<file path="src/rtl/tinynpu_ctrl_ml.sv">
// Multi-layer sequencer for the TinyNPU MAC array. It runs load, MAC streaming and drain for each layer.
// Between layers it writes array outputs back into the X FIFO. After the last layer it streams the results to the host.
module tinynpu_ctrl_ml #(
    parameter int SIZE       = 4,
    parameter int MAC_LAT    = 2,
    parameter int NUM_LAYERS = 2
) (
    input  logic                              clk,
    input  logic                              rst,
    input  logic                              d2c_x_load_val,
    input  logic                              d2c_w_load_val,
    input  logic [$clog2(SIZE)-1:0]           d2c_w_load_sel,
    input  logic                              d2c_mac_val,
    input  logic                              d2c_x_fifo_empty,
    input  logic [SIZE-1:0]                   d2c_w_fifo_empty,
    input  logic                              d2c_out_rdy,
    output logic                              c2d_x_sel,
    output logic                              c2d_x_fifo_wen,
    output logic [SIZE-1:0]                   c2d_w_fifo_wen,
    output logic                              c2d_istream_val,
    output logic                              c2d_x_fifo_ren,
    output logic                              c2d_w_fifo_ren,
    output logic                              c2d_ostream_req,
    output logic [$clog2(SIZE)-1:0]           c2d_out_idx,
    output logic                              c2d_out_val,
    output logic                              c2d_done,
    output logic                              c2d_err,
    output logic [2:0]                        trace_state,
    output logic [$clog2(NUM_LAYERS+1)-1:0]   trace_layer
);

    localparam int IDX_W = $clog2(SIZE);
    localparam int LAY_W = $clog2(NUM_LAYERS + 1);
    localparam int LAT_W = $clog2(MAC_LAT) + 1;

    typedef enum logic [2:0] {
        S_LOAD  = 3'd0,
        S_MAC   = 3'd1,
        S_DRAIN = 3'd2,
        S_WB    = 3'd3,
        S_OUT   = 3'd4
    } state_t;

    state_t             r_state;
    logic [LAY_W-1:0]   r_layer;
    logic [LAT_W-1:0]   r_lat_cnt;
    logic [IDX_W-1:0]   r_idx;
    logic               r_err;

    state_t             w_state_nxt;
    logic [LAY_W-1:0]   w_layer_nxt;
    logic [LAT_W-1:0]   w_lat_nxt;
    logic [IDX_W-1:0]   w_idx_nxt;
    logic               w_err_nxt;

    logic w_issue;
    logic w_all_empty;
    logic w_last_layer;
    logic w_last_idx;

    assign w_issue      = ~d2c_x_fifo_empty & ~|d2c_w_fifo_empty;
    assign w_all_empty  = d2c_x_fifo_empty & &d2c_w_fifo_empty;
    assign w_last_layer = (r_layer == LAY_W'(NUM_LAYERS - 1));
    assign w_last_idx   = (r_idx == IDX_W'(SIZE - 1));

    assign c2d_err     = r_err;
    assign trace_state = r_state;
    assign trace_layer = r_layer;

    always_ff @(posedge clk) begin
        if (rst) begin
            r_state   <= S_LOAD;
            r_layer   <= '0;
            r_lat_cnt <= '0;
            r_idx     <= '0;
            r_err     <= 1'b0;
        end else begin
            r_state   <= w_state_nxt;
            r_layer   <= w_layer_nxt;
            r_lat_cnt <= w_lat_nxt;
            r_idx     <= w_idx_nxt;
            r_err     <= w_err_nxt;
        end
    end

    // Strobes are held low while rst is asserted, so a mid-operation reset issues no further FIFO or stream strobes.
    always_comb begin
        w_state_nxt     = r_state;
        w_layer_nxt     = r_layer;
        w_lat_nxt       = r_lat_cnt;
        w_idx_nxt       = r_idx;
        w_err_nxt       = r_err;
        c2d_x_sel       = 1'b0;
        c2d_x_fifo_wen  = 1'b0;
        c2d_w_fifo_wen  = '0;
        c2d_istream_val = 1'b0;
        c2d_x_fifo_ren  = 1'b0;
        c2d_w_fifo_ren  = 1'b0;
        c2d_ostream_req = 1'b0;
        c2d_out_idx     = '0;
        c2d_out_val     = 1'b0;
        c2d_done        = 1'b0;
        if (!rst) begin
            case (r_state)
                S_LOAD: begin
                    // Host X is only accepted for layer 0; later layers get X from write-back.
                    c2d_x_fifo_wen = d2c_x_load_val & (r_layer == '0);
                    for (int i = 0; i < SIZE; i++) begin
                        c2d_w_fifo_wen[i] = d2c_w_load_val & (d2c_w_load_sel == IDX_W'(i));
                    end
                    if (d2c_mac_val) w_state_nxt = S_MAC;
                end
                S_MAC: begin
                    if (w_issue) begin
                        c2d_istream_val = 1'b1;
                        c2d_x_fifo_ren  = 1'b1;
                        c2d_w_fifo_ren  = 1'b1;
                    end else if (w_all_empty) begin
                        w_state_nxt = S_DRAIN;
                    end else begin
                        w_err_nxt = 1'b1;
                    end
                end
                S_DRAIN: begin
                    if (r_lat_cnt == LAT_W'(MAC_LAT - 1)) begin
                        c2d_ostream_req = 1'b1;
                        w_lat_nxt       = '0;
                        w_idx_nxt       = '0;
                        w_state_nxt     = w_last_layer ? S_OUT : S_WB;
                    end else begin
                        w_lat_nxt = r_lat_cnt + LAT_W'(1);
                    end
                end
                S_WB: begin
                    c2d_x_sel      = 1'b1;
                    c2d_x_fifo_wen = 1'b1;
                    c2d_out_idx    = r_idx;
                    if (w_last_idx) begin
                        w_idx_nxt   = '0;
                        w_layer_nxt = r_layer + LAY_W'(1);
                        w_state_nxt = S_LOAD;
                    end else begin
                        w_idx_nxt = r_idx + IDX_W'(1);
                    end
                end
                S_OUT: begin
                    c2d_out_val = 1'b1;
                    c2d_out_idx = r_idx;
                    if (d2c_out_rdy) begin
                        if (w_last_idx) begin
                            c2d_done    = 1'b1;
                            w_idx_nxt   = '0;
                            w_layer_nxt = '0;
                            w_state_nxt = S_LOAD;
                        end else begin
                            w_idx_nxt = r_idx + IDX_W'(1);
                        end
                    end
                end
                default: w_state_nxt = S_LOAD;
            endcase
        end
    end

endmodule

</file>
<file path="config.mk">
export PLATFORM = sky130hd
export DESIGN_NAME = tinynpu_ctrl_ml
export DESIGN_NICKNAME = d
export VERILOG_FILES = /design/src/rtl/tinynpu_ctrl_ml.sv
export SDC_FILE = /design/constraint.sdc
export NUM_CORES = 1
export LEC_CHECK = 0
export BUFFER_PORTS_ARGS = -buffer_cell sky130_fd_sc_hd__buf_2
export CAP_MARGIN = 15
export CORE_UTILIZATION = 50
export DETAILED_ROUTE_END_ITERATION = 12
export GPL_TIMING_DRIVEN = 0
export PLACE_DENSITY = 0.83
export SYNTH_ARGS = -nofsm -noshare
export SYNTH_HDL_FRONTEND = slang
export SYNTH_SLANG_ARGS = --single-unit
</file>
<file path="constraint.sdc">
create_clock -name clk -period 5.45 [get_ports clk]
set_input_delay 1.635 -clock clk [delete_from_list [all_inputs] [get_ports clk]]
set_output_delay 1.635 -clock clk [all_outputs]
set_load 0.03 [all_outputs]
</file>
==> impl_metrics.env <==
export IMPL_status="finished, final reports clean"
export IMPL_hpwlAfterDp_mm=1.386
export IMPL_diodes=0
export IMPL_net_switching_power_mw=0.04969
export IMPL_max_slew_margin_pct=69.05
export IMPL_core_area_um2=1366
export IMPL_synthToLayoutAreaGrowth_pct=27.14
export IMPL_ir_drop_uv=123.0
export IMPL_hold_class="reg2reg"
export IMPL_cts_buffer_depth=2
export IMPL_cts_setup_buffers=0
export IMPL_period_share_pct=82.07
export IMPL_switching_share_pct=27.79
export IMPL_clock_latency_ns=0.27
export IMPL_post_cts_resized=0
export IMPL_grt_antenna_before_repair=0
export IMPL_synth_commonest_cells="15 x nor2_1, 10 x dfxtp_1, 6 x a21oi_1, 6 x nand3_1, 6 x nor3_1"
export IMPL_finalSetupTns_ns=0
export IMPL_rows=13
export IMPL_drtIter0Drc=13
export IMPL_critPathMaxFanout=10
export IMPL_grt_pass1_vias=578
export IMPL_synth_edf_count=0
export IMPL_ys_async_sr_fraction_pct=0
export IMPL_die_w_um=41.36
export IMPL_endpoint_kind="output pin"
export IMPL_port_buffers=31
export IMPL_internal_power_mw=0.1291
export IMPL_layout_nets=152
export IMPL_p_clk_share_pct=37.8
export IMPL_drive_gt1_share_pct=34.07
export IMPL_place_congestion=0.8006
export IMPL_wire_per_inst_um=12.08
export IMPL_yosysSeqAreaShare_pct=25.85
export IMPL_cts_tree="done"
export IMPL_fin_util_pct=72.07
export IMPL_hold_violations=0
export IMPL_combPwrFrac_pct=19.7
export IMPL_fin_ws_ns=0.9770
export IMPL_ys_warn_count=0
export IMPL_p_leak_nw=0.4703
export IMPL_grt_start_max_net_pins=11
export IMPL_regArea_um2=200.2
export IMPL_grt_pass1_wl_mm=2.504
export IMPL_setup_viol=0
export IMPL_firstDrtPassIters=4
export IMPL_yosys_area_top_type="dfxtp_1"
export IMPL_worstSetupPathType="in2out"
export IMPL_cts_root_buf="clkbuf_4"
export IMPL_placed_area_um2=948.4
export IMPL_finalMaxSlewViolations=0
export IMPL_synth_net_count=116
export IMPL_grtUsageTotal_pct=23.17
export IMPL_viasPerCell=5.480
export IMPL_die_area_um2=1710
export IMPL_required_ns=3.82
export IMPL_num_io_pins=33
export IMPL_numClockSinks=10
export IMPL_multi_input_area_um2=503.0
export IMPL_drt_total_wl_mm=1.812
export IMPL_seqPwrFrac_pct=42.6
export IMPL_synthFlopType="dfxtp_1"
export IMPL_fin_total_pwr_mw=0.1788
export IMPL_avgSynthCellArea_um2=7.745
export IMPL_yosysMostFrequentCell="nor2_1"
export IMPL_clkTransAtPathRegs_ns=0.06
export IMPL_post_route_drc_count=0
export IMPL_finClkSkew_ns=0.003502
export IMPL_overflow=0
export IMPL_synthesis_area_um2=774.5
export IMPL_cts_made_buffers=3
export IMPL_min_period_ns=4.473
export IMPL_synth_top_cell_area_share_pct=25.85
export IMPL_nFillCells=121
export IMPL_final_area_um2=984.7
export IMPL_initial_core_util_pct=56.69
export IMPL_syn_inst=100
export IMPL_num_vias=822
export IMPL_max_freq_mhz=223.6
export IMPL_cap_violations=0
export IMPL_arrival_ns=2.84
export IMPL_power_density_nw_per_um2=181.6
export IMPL_synth_seq_cells=10
export IMPL_post_synth_num_cell_types=38
export IMPL_drt_antenna_violating_nets=0
export IMPL_cts_htree_levels=1
export IMPL_worstSetupStartpointType="input port"
export IMPL_synthTopCellsByArea="dfxtp_1 26%, nor2_1 7.3%, ha_1 4.8%"
export IMPL_tightest_slew_ns=0.4642
export IMPL_die_h_um=41.36
export IMPL_ctsHoldBuffers=0
export IMPL_rsz0062_at_grt="false"
export IMPL_dp_worst_setup_slack_ns=0.9866
final timing paths:
| check | start | endpoint | slack, ns | cells after the start |
|---|---|---|---|---|
| worst max-delay path | rst | c2d_w_fifo_ren | 0.98 | 5 |
| worst min-delay path | r_lat_cnt[1] | r_lat_cnt[1] | 0.47 | 2 |
| worst max register to register | trace_state[2] | trace_state[2] | 3.97 | 5 |
| worst min register to register | r_lat_cnt[1] | r_lat_cnt[1] | 0.47 | 2 |
sequential cells by signal (all words and copies together) (netlist names):
name         count
r_idx            2
c2d_err          1
trace_layer      2
r_lat_cnt        2
trace_state      3
metal layers:
metal	up-vias	part of all wire [%]	GRT usage, %
met1	369	45	29.68
met3	0	6.1	9.574
met4	0	0	4.839
met2	22	49	36.33
met5	-	0	0
li1	431	-	-
critical path, stage by stage:
cell,delay (ns)
clkbuf_1,0.30
clkbuf_1,0.42
nor3_1,0.16
buf_4,0.16
buf_2,0.16
per-stage QoR:
stage | instances | hold slack [ns]
3_3_place_gp | 146 | 0.4468
5_1_grt | 150 | 0.5084
4_1_cts | 150 | 0.4714
6_report | 150 | 0.4695
2_1_floorplan | 100 | 0.4351
3_5_place_dp | 146 | 0.4594
logic make-up after synthesis:
kind of cell,synth area share [%]
xor gates and xnor gates,1.131
AOI/OAI and AO/OA,19.55
buffers and inverters,9.207
adders and majority gates,4.847
and+or+nand+nor,36.83
DFF,25.85
muxes,2.585
area by class of cell:
| type | count | area share (%) |
|---|---|---|
| clock buffer | 4 | 3.685 |
| sequential | 10 | 20.33 |
| inverter | 4 | 1.525 |
| tap | 15 | 1.906 |
| multi-input combinational | 78 | 51.08 |
| buffer | 8 | 5.718 |
| timing repair buffer | 31 | 15.76 |
power groups by stage:
stage | clock (mW) | combinational (mW) | sequential [mW]
after global routing | 0.0729 | 0.0384 | 0.0764
final | 0.0675 | 0.0351 | 0.0761
after global placement | 0 | 0.0343 | 0.0777
after detailed placement | 0 | 0.0348 | 0.0779
after CTS | 0.0693 | 0.0350 | 0.0761
after floorplan | 0 | 0.0201 | 0.0811
cell usage in the layout (no fill, tap or decap), types with 2 or more instances in the layout:
cell / Yosys / layout
clkbuf_1: 3 / 3
nand2b_1: 4 / 4
buf_4: 3 / 3
nor3_1: 6 / 6
ha_1: 3 / 3
dfxtp_1: 10 / 10
nand2_1: 4 / 4
buf_6: 2 / 2
and3_1: 3 / 3
mux2i_1: 2 / 2
buf_2: 0 / 31
o21ai_0: 3 / 3
nand3_1: 6 / 6
clkbuf_4: 0 / 3
inv_1: 4 / 4
nor3b_1: 3 / 3
a22oi_1: 2 / 2
a21oi_1: 6 / 6
nor2_1: 15 / 15
No activity file was read; power rests on OpenSTA's default activity.
